==> config.mk <==
export PLATFORM = sky130hd
export DESIGN_NAME = pwm_multi
export DESIGN_NICKNAME = d
export VERILOG_FILES = /design/src/rtl/pwm_multi.sv
export SDC_FILE = /design/constraint.sdc
export NUM_CORES = 1
export LEC_CHECK = 0
export ABC_AREA = 1
export BUFFER_PORTS_ARGS = -buffer_cell sky130_fd_sc_hd__buf_2
export CORE_ASPECT_RATIO = 0.6
export CORE_MARGIN = 2
export CORE_UTILIZATION = 59
export CTS_BUF_LIST = sky130_fd_sc_hd__clkbuf_2 sky130_fd_sc_hd__clkbuf_4 sky130_fd_sc_hd__clkbuf_8
export CTS_CLUSTER_SIZE = 40
export DETAILED_ROUTE_END_ITERATION = 6
export GPL_TIMING_DRIVEN = 0
export PLACE_DENSITY = 0.9
export SKIP_CTS_REPAIR_TIMING = 1
export SLEW_MARGIN = 25
export SYNTH_ARGS = -nofsm -noshare
export SYNTH_HDL_FRONTEND = slang
export SYNTH_SLANG_ARGS = --single-unit
==> constraint.sdc <==
create_clock -name clk_i -period 4.7 [get_ports clk_i]
set_input_delay 0 -clock clk_i [delete_from_list [all_inputs] [get_ports clk_i]]
set_output_delay 0 -clock clk_i [all_outputs]
set_load 0.01 [all_outputs]
==> src/rtl/pwm_multi.sv <==
// pwm_multi: N-channel PWM generator sharing one period counter.
// Period and duty writes land in shadow registers and are copied into the
// active registers only at a period boundary, so outputs never glitch.
module pwm_multi #(
  parameter int WIDTH      = 8,
  parameter int CHANNELS   = 4,
  parameter int PRESCALE   = 1,
  parameter int PERIOD_RST = 99,
  localparam int SEL_W     = (CHANNELS > 1) ? $clog2(CHANNELS) : 1
) (
  input  logic                clk_i,
  input  logic                rst_i,
  input  logic                en_i,
  input  logic                period_we_i,
  input  logic [WIDTH-1:0]    period_i,
  input  logic                duty_we_i,
  input  logic [SEL_W-1:0]    duty_sel_i,
  input  logic [WIDTH-1:0]    duty_i,
  output logic [CHANNELS-1:0] pwm_o,
  output logic                wrap_o,
  output logic                pend_o
);

  localparam int PW = (PRESCALE > 1) ? $clog2(PRESCALE) : 1;
  localparam logic [PW-1:0]    PRESC_MAX   = PW'(PRESCALE - 1);
  localparam logic [SEL_W:0]   NUM_CH      = (SEL_W + 1)'(CHANNELS);
  localparam logic [WIDTH-1:0] PERIOD_INIT = WIDTH'(PERIOD_RST);

  logic [PW-1:0]       presc_q, presc_d;
  logic [WIDTH-1:0]    cnt_q, cnt_d;
  logic [WIDTH-1:0]    period_act_q, period_act_d;
  logic [WIDTH-1:0]    period_pend_q, period_pend_d;
  logic [WIDTH-1:0]    duty_act_q  [CHANNELS];
  logic [WIDTH-1:0]    duty_act_d  [CHANNELS];
  logic [WIDTH-1:0]    duty_pend_q [CHANNELS];
  logic [WIDTH-1:0]    duty_pend_d [CHANNELS];
  logic [CHANNELS-1:0] pwm_q, pwm_d;
  logic                wrap_q, wrap_d;
  logic                pend_q, pend_d;

  logic tick;
  logic wrapEvent;
  logic load;
  logic dutyAccept;
  logic anyAccept;

  // Next-state logic: prescaler, shared counter, shadow-to-active load,
  // pending flag and the per-channel compare feeding the output registers.
  always_comb begin
    tick          = (presc_q == PRESC_MAX);
    wrapEvent     = en_i && tick && (cnt_q == period_act_q);
    // While disabled, load every clock so fresh writes take effect at once.
    load          = !en_i || wrapEvent;
    dutyAccept    = duty_we_i && ({1'b0, duty_sel_i} < NUM_CH);
    anyAccept     = period_we_i || dutyAccept;

    presc_d       = presc_q;
    cnt_d         = cnt_q;
    period_act_d  = period_act_q;
    period_pend_d = period_pend_q;
    duty_act_d    = duty_act_q;
    duty_pend_d   = duty_pend_q;
    pwm_d         = '0;
    wrap_d        = wrapEvent;
    pend_d        = pend_q;

    if (!en_i) begin
      presc_d = '0;
      cnt_d   = '0;
    end else begin
      presc_d = tick ? '0 : presc_q + PW'(1);
      if (tick) begin
        cnt_d = (cnt_q == period_act_q) ? '0 : cnt_q + WIDTH'(1);
      end
    end

    // The load copies the pre-edge shadow values; a write on the same
    // clock only updates the shadow and waits for the following load.
    if (load) begin
      period_act_d = period_pend_q;
      duty_act_d   = duty_pend_q;
    end

    if (period_we_i) begin
      period_pend_d = period_i;
    end
    for (int k = 0; k < CHANNELS; k++) begin
      if (dutyAccept && (duty_sel_i == SEL_W'(k))) begin
        duty_pend_d[k] = duty_i;
      end
      pwm_d[k] = en_i && (cnt_q < duty_act_q[k]);
    end

    if (anyAccept) begin
      pend_d = 1'b1;
    end else if (load) begin
      pend_d = 1'b0;
    end
  end

  // State registers with asynchronous active-high reset.
  always_ff @(posedge clk_i or posedge rst_i) begin
    if (rst_i) begin
      presc_q       <= '0;
      cnt_q         <= '0;
      period_act_q  <= PERIOD_INIT;
      period_pend_q <= PERIOD_INIT;
      for (int k = 0; k < CHANNELS; k++) begin
        duty_act_q[k]  <= '0;
        duty_pend_q[k] <= '0;
      end
      pwm_q         <= '0;
      wrap_q        <= 1'b0;
      pend_q        <= 1'b0;
    end else begin
      presc_q       <= presc_d;
      cnt_q         <= cnt_d;
      period_act_q  <= period_act_d;
      period_pend_q <= period_pend_d;
      duty_act_q    <= duty_act_d;
      duty_pend_q   <= duty_pend_d;
      pwm_q         <= pwm_d;
      wrap_q        <= wrap_d;
      pend_q        <= pend_d;
    end
  end

  assign pwm_o  = pwm_q;
  assign wrap_o = wrap_q;
  assign pend_o = pend_q;

endmodule

== After elaboration in Yosys (flattened, before gate mapping) ==
Cells that the tools add are included.
Word-level totals
  flip-flop bits (word level): 95
  logic and storage cells: 49
Cells by class
  equal/unequal tests: 5
  add/subtract/negate cells: 2
  reduce and logical (&&, ||, !) cells: 15
  bitwise gates (word level): 1
  order comparisons: 4
  mux-type cells: 7
Operators by type and width (count)
  8-bit less-than comparator: 4
  8-bit 2-to-1 mux: 3
  1-bit logical AND: 10
  8-bit by 1-bit adder with 8-bit output, second input constant: 1
  8-bit == test: 1
  2-bit == test, second input constant: 2
  1-bit 2-to-1 mux: 4
  2-bit by 1-bit == test with 1-bit output, second input constant: 1
  2-bit zero test: 1
  1-bit logical OR: 2
  2-bit inequality test, second input constant: 1
  2-bit nonzero test: 1
  1-bit adder, second input constant: 1
  1-bit zero test: 1
  1-bit NOT: 1

== Longest topological paths before layout ==
Gate-level depths: netlist of run 1.
  depth in word-level cells: 6
  mapped depth: 11
  depth with buffers taken out: 9

== Least setup slack after synthesis of run 1 ==
Ideal clock, no wire load.
  path kind: reg-to-reg
  start: register period_act_q[6]
  end: register duty_act_q[0] (netlist bit)
  slack: 3.326 ns
  library setup time: 0.066 ns
  period minus slack after synthesis: 1.374 ns
  arrival: 1.308 ns
  required time: 4.634 ns
  cell stages (with the launch flop): 10
  path through: dfstp_2 > xnor2_1 > nand2_1 > nor2_2 > nand2_4 > nand2_2 > buf_6 > buf_6 > nand2_1 > nand2_1
On the way
  word-level cells in the longest chain between the ends: 3
RTL lines
  from (decl): line 31  | logic [WIDTH-1:0] period_act_q, period_act_d;
  from (signal assigned): line 118  | period_act_q <= period_act_d;
  8-bit == test: line 51  | wrapEvent = en_i && tick && (cnt_q == period_act_q);
  1-bit logical AND: line 51
  1-bit logical OR: line 53  | load = !en_i || wrapEvent;
  to (signal assigned): line 120  | duty_act_q <= duty_act_d;
  to (decl): line 33  | logic [WIDTH-1:0] duty_act_q [CHANNELS];
No other way between the ends.
A chain may end at the register's enable or synchronous reset.

== Worst setup path after layout of run 1 ==
  start: register cnt_q[3]
  end: register duty_act_q[29] (netlist bit)
On the way
  word-level cells in the longest chain between the ends: 3
RTL lines
  from (decl): line 30  | logic [WIDTH-1:0] cnt_q, cnt_d;
  from (signal assigned): line 117  | cnt_q <= cnt_d;
  8-bit == test: line 51
  1-bit logical AND: line 51
  1-bit logical OR: line 53
No other way between the ends.

==> reports/results.ini, run 1 <==
[outcome]
outcome=complete, but fails checks
violations=hold timing

[cts]
cts_tree=built
cts-htree-levels=3
cts.path.max_buffers=2
clock_latency_ns=0.36
clockRootBuffer=clkbuf_8
clk_pin_slew_ns=0.08
cts_sinks=94
numCtsBuffers=9

[sta]
setup-tns-final_ns=0
layout_min_cycle_time_ns=1.734
slew_viol_final=0
worst_pin_slew_ns=0.5224
fin_skew_ns=0.003074
relSlewSlack=0.6517
setup_slack_ns=2.966
fin_crit_sh=0.3690
rsz0062_at_grt=no
hold_ws_ns=-0.03258
fmax_mhz=576.7
setup_viol=0
hold_viol_final=2

[synthesis]
syn_area_per_cell_um2=8.938
yosysSeqAreaShare=0.5339
syn_nets=547
synth_top_area_cell=dfrtp_1
ys_ff_latch=94
synth_top_area_frac=0.4864
netlist_area_um2=4424
yosysUniqueCellTypes=22
synth_cells=495
yosys_warnings=0
synth.top_cells.by_area=dfrtp_1 (49%), nand2_1 (13%), ha_1 (8.2%)

[detailed_routing]
drc=0
first_iter_violations=316
num_vias=3513
wirelength_mm=10.03
avgRoutedWirePerCell_um=15.26
vias_per_cell=5.347
ant_nets=0
dr.pass1.iters=5

[cells_and_area]
n_antenna_cell=0
area_delta_synth_final_pct=14.59
drive_gt1_frac=0.1338
final_nets=601

[worst_setup_path]
crit_path_end_kind=flip-flop
worstSetupPathType=reg -> reg
setup.worst_path.start_class=flip-flop
rr_worst_depth=9
worstPathMaxFanout=10
crit_required_ns=5.00
arrival_ns=2.04

[global_routing]
grt_usage=0.2644
grt_pass1_vias=3306
grt_max_degree=70
antenna_found_initial=0
grt_pass1_wl_mm=16.24
overflow=0

[die]
die_w_um=115.8
ios=29
initial_core_util=0.6088
chipHeight_um=71.08
rows=24
core_um2=7267
die_area_um2=8230

[job]
maxCapViolations=0

[placed_design]
dpl.hpwl_mm=7.061
io_buffer_count=26
gp_congestion=0.8466
pre_cts_ws_ns=3.025

[power]
totalPowerFinal_uw=1861
vdd_drop_max_mv=0.2685
powerDensity_nw_per_um2=367.1
power.leakage_uw=0.002645

[worst_hold_path]
holdCritPathClass=in -> reg
hold_path_depth=3

==> state kept, by name (all words and copies together), names as in the netlist <==
| register | cells |
|---|---|
| pwm_o | 4 |
| period_pend_q | 8 |
| duty_act_q | 32 |
| pend_o | 1 |
| wrap_o | 1 |
| cnt_q | 8 |
| period_act_q | 8 |
| duty_pend_q | 32 |
==> area by class of cell <==
| cell class | count | area (um2) |
|---|---|---|
| Sequential cell | 94 | 2362 |
| Fill cell | 584 | 2197 |
| Multi-Input combinational cell | 330 | 1759 |
| Timing Repair Buffer | 43 | 317.8 |
| Inverter | 52 | 200.2 |
| Clock buffer | 11 | 145.1 |
| Tap cell | 104 | 130.1 |
| Buffer | 19 | 107.6 |
| Clock inverter | 4 | 47.55 |
==> worst paths after layout <==
path | start | end | slack, ns
setup / recovery | cnt_q[3]$_DFF_PP0_ | duty_act_q[29]$_DFFE_PP0P_ | 2.97
hold / removal | duty_i[7] | duty_pend_q[7]$_DFFE_PP0P_ | -0.03
setup reg to reg | cnt_q[3]$_DFF_PP0_ | duty_act_q[29]$_DFFE_PP0P_ | 2.97
hold reg to reg | period_pend_q[0]$_DFFE_PP1P_ | period_act_q[0]$_DFFE_PP1P_ | 0.47
max in group asynchronous | rst_i | period_act_q[0]$_DFFE_PP1P_ | 3.91
min in group asynchronous | rst_i | duty_pend_q[27]$_DFFE_PP0P_ | 0.13
==> synth_stat cells <==
| cell | instances |
|---|---|
| nand2_2 | 1 |
| inv_1 | 50 |
| buf_6 | 4 |
| a211oi_1 | 4 |
| buf_2 | 5 |
| nand3_1 | 53 |
| nor2_1 | 18 |
| dfrtp_1 | 86 |
| nand2_1 | 153 |
| inv_2 | 2 |
| xnor2_1 | 6 |
| clkbuf_1 | 9 |
| ha_1 | 29 |
| o21ai_0 | 37 |
| nor3_1 | 1 |
| nor2_2 | 2 |
| a21oi_1 | 14 |
| xor2_1 | 3 |
| dfstp_2 | 8 |
| nand2_4 | 1 |
| mux2_2 | 8 |
| buf_1 | 1 |
==> critical path, stage by stage, from the launching register on <==
cell and delay [ns]:
dfrtp_1 0.67, xnor2_1 0.18, nand2_1 0.08, nor2_2 0.12, nand2_4 0.10, nand2_2 0.08, buf_6 0.15, buf_6 0.14
nand2_1 0.08, nand2_1 0.07
==> metrics by stage <==
step	cells	util	instance area [um2]
4_1_cts	641	0.6756	4910
3_5_place_dp	626	0.6491	4717
2_1_floorplan	495	-	4424
3_3_place_gp	625	0.6446	4684
6_report	657	0.6977	5070
5_1_grt	657	0.6977	5070
==> per-layer routing <==
metal / routed length (um) / track usage / part of all wire
met1: 4782 / 0.3815 / 0.48
met2: 4397 / 0.3840 / 0.44
met3: 661 / 0.08141 / 0.066
met4: 183 / 0.08862 / 0.018
met5: 0 / 0 / 0
==> placed cells by master, fill, tap and decap left out, drive strengths merged, types with 2 or more instances in the layout <==
cell type and count:
nand2 155, ha 29, xnor2 6, a211oi 4
clkinv 2, buf 37, dfrtp 86, nor2 20
nand3 53, inv 52, dfstp 8, o21ai 37
clkbuf 20, xor2 3, a21oi 14, mux2 8
dlygate4sd3 16
==> kinds of logic (layout without fill, tap and decap cells) <==
kind of cell / Yosys count / count (layout) / share of synthesized area
xor+xnor: 9 / 9 / 0.01782
fa+ha+maj: 29 / 29 / 0.08201
simple gates: 229 / 229 / 0.2129
flops: 94 / 94 / 0.5339
mux: 8 / 8 / 0.02036
compound gates: 55 / 55 / 0.06448
buf+inv: 71 / 129 / 0.06844
==> where the power goes <==
part	total [uW]	internal, uW	switching (uW)	leakage [uW]
Combinational	324	135	188	0.00138
Sequential	1010	930	83.5	0.00117
Clock	524	261	263	0.0000986
Total	1860	1330	534	0.00265
Power figures use the tool's default switching activity.
==> run 2: changes to the inputs <==
==> constraint.sdc (replaced) <==
create_clock -name clk_i -period 1.69 [get_ports clk_i]
set_input_delay 0 -clock clk_i [delete_from_list [all_inputs] [get_ports clk_i]]
set_output_delay 0 -clock clk_i [all_outputs]
set_load 0.01 [all_outputs]
==> reports/results.ini, run 2 (synthesis results as in run 1) <==
[worst_setup_path]
path_buf_inv=2  ; unchanged
setup.worst_path.start_class=flip-flop  ; unchanged
worstSetupPathType=reg -> reg  ; unchanged
crit_required_ns=2.01  ; was 5.00 ns
arrival_ns=1.92  ; was 2.04 ns
cp_common_cell=nand2_1  ; unchanged
worstPathMaxFanout=10  ; unchanged
r2r-end=duty_act_q[1]$_DFFE_PP0P_  ; was duty_act_q[29]$_DFFE_PP0P_
cp_slowest_stage_delay_ns=0.57  ; was 0.67 ns
reg2reg_slack_ns=0.1  ; was 2.97 ns
rr_worst_depth=10  ; was 9
crit_slowest_cell=dfstp_2  ; was dfrtp_1
crit_family=simple AND/OR/NAND/NOR gates  ; was flip-flops
crit_chain=nand2_1, nand2_1, nand2_1, nor2_2, nand2_4, nand2_2, buf_6, buf_6, nand2_1, nand2_1  ; was xnor2_1, nand2_1, nor2_2, nand2_4, nand2_2, buf_6, buf_6, nand2_1, nand2_1
crit_path_end_kind=flip-flop  ; unchanged
r2r_start=period_act_q[1]$_DFFE_PP1P_  ; was cnt_q[3]$_DFF_PP0_

[sta]
worst_pin_slew_ns=0.5096  ; was 0.5224 ns
setup-tns-final_ns=0  ; unchanged
fmax_mhz=627.3  ; was 576.7 MHz
fin_skew_ns=0.01245  ; was 0.003074 ns
slew_viol_final=0  ; unchanged
hold_viol_final=0  ; was 2
relSlewSlack=0.6603  ; was 0.6517
setup_viol=0  ; unchanged
layout_min_cycle_time_ns=1.594  ; was 1.734 ns
fin_crit_sh=0.9433  ; was 0.3690
setup_slack_ns=0.09582  ; was 2.966 ns

[die]
ios=29  ; unchanged
chipHeight_um=71.08  ; unchanged
initial_core_util=0.6088  ; unchanged
rows=24  ; unchanged
die_w_um=115.8  ; unchanged
die_area_um2=8230  ; unchanged
core_um2=7267  ; unchanged

[cells_and_area]
layout_common_cells=nand2_1 (153), dfrtp_1 (78), nand3_1 (53)  ; was nand2_1 (153), dfrtp_1 (86), nand3_1 (53)
n_antenna_cell=0  ; unchanged
area_delta_synth_final_pct=17.79  ; was 14.59%
final_nets=610  ; was 601
utilization=0.7171  ; was 0.6977
drive_gt1_frac=0.1599  ; was 0.1338
largestRegisters=duty_act_q: 32 flops, duty_pend_q: 32 flops  ; unchanged
final_common_cell=nand2_1  ; unchanged

[cts]
numCtsBuffers=9  ; unchanged
clockRootBuffer=clkbuf_8  ; unchanged
cts-htree-levels=3  ; unchanged
cts_sinks=94  ; unchanged
cts_tree=built  ; unchanged
clk_pin_slew_ns=0.09  ; was 0.08 ns
cts.path.max_buffers=2  ; unchanged
clock_latency_ns=0.38  ; was 0.36 ns

[power]
power.leakage_uw=0.002697  ; was 0.002645 uW
vdd_drop_max_mv=0.8059  ; was 0.2685 mV
powerDensity_nw_per_um2=1034  ; was 367.1 nW/um2

[placed_design]
io_buffer_count=26  ; unchanged
dpl.hpwl_mm=7.344  ; was 7.061 mm
gp_congestion=0.8198  ; was 0.8466
pre_cts_ws_ns=0.006634  ; was 3.025 ns

[global_routing]
overflow=0  ; unchanged
grt_max_degree=33  ; was 70
grt_pass1_vias=3393  ; was 3306
grt_pass1_wl_mm=16.11  ; was 16.24 mm
grt_usage=0.2635  ; was 0.2644
antenna_found_initial=0  ; unchanged

[detailed_routing]
num_vias=3558  ; was 3513
vias_per_cell=5.334  ; was 5.347
dr.pass1.iters=5  ; unchanged
drc=0  ; unchanged
first_iter_violations=242  ; was 316
ant_nets=0  ; unchanged
avgRoutedWirePerCell_um=15.30  ; was 15.26 um
wirelength_mm=10.20  ; was 10.03 mm

[worst_hold_path]
hold_path_depth=3  ; unchanged
hold_end=cnt_q[7]$_DFF_PP0_  ; was duty_pend_q[7]$_DFFE_PP0P_
min-delay-start=en_i  ; was duty_i[7]
holdCritPathClass=in -> reg  ; unchanged

[job]
maxCapViolations=0  ; unchanged

[outcome]
outcome=complete, no violations  ; was complete, but fails checks

run 2: power by group:
group	internal, uW	switching (uW)
Clock	846	786
Sequential	2590	215
Combinational	403	549
run 2: how the worst max path moves through the flow:
stage | from | end | depth (start not counted)
CTS | cnt_q[2]$_DFF_PP0_ | period_act_q[0]$_DFFE_PP1P_ | 9
global placement | cnt_q[2]$_DFF_PP0_ | duty_act_q[4]$_DFFE_PP0P_ | 9
finish | period_act_q[1]$_DFFE_PP1P_ | duty_act_q[1]$_DFFE_PP0P_ | 10
floorplan | period_act_q[6]$_DFFE_PP1P_ | duty_act_q[0]$_DFFE_PP0P_ | 9
detailed placement | cnt_q[2]$_DFF_PP0_ | period_act_q[0]$_DFFE_PP1P_ | 9
global route | cnt_q[0]$_DFF_PP0_ | duty_act_q[5]$_DFFE_PP0P_ | 11
run 2: through the flow:
stage / hold WS (ns) / instance area [um2] / cells / total power (uW)
4_1_cts: -0.3920 / 4981 / 644 / 5348
6_report: 0.02490 / 5211 / 667 / 5387
2_1_floorplan: 0.09976 / 4428 / 495 / 3412
3_5_place_dp: 0.01477 / 4763 / 628 / 3740
5_1_grt: 0.04380 / 5211 / 667 / 5671
3_3_place_gp: 0.2318 / 4688 / 625 / 3629
run 2: worst reg2reg max path, delay by kind of cell, from the launching register on:
family | cells | cell delay, ns
DFF | 1 | 0.57
buffers and inverters | 2 | 0.30
and+or+nand+nor | 8 | 0.67
run 2: final cells by class:
class / count / area (um2)
buffer: 19 / 107.6
clock buffer: 10 / 131.4
clock inverter: 6 / 86.33
fill: 528 / 2056
inverter: 52 / 201.4
multi-input combinational: 330 / 1759
sequential: 94 / 2372
tap: 104 / 130.1
timing repair buffer: 52 / 422.9
run 2: per-layer routing:
metal	GRT usage	share of wire	vias to the layer above
met5	0	0	-
met4	0.09788	0.019	0
met3	0.06855	0.081	22
met2	0.3964	0.46	136
met1	0.3738	0.44	1692
li1	-	-	1708
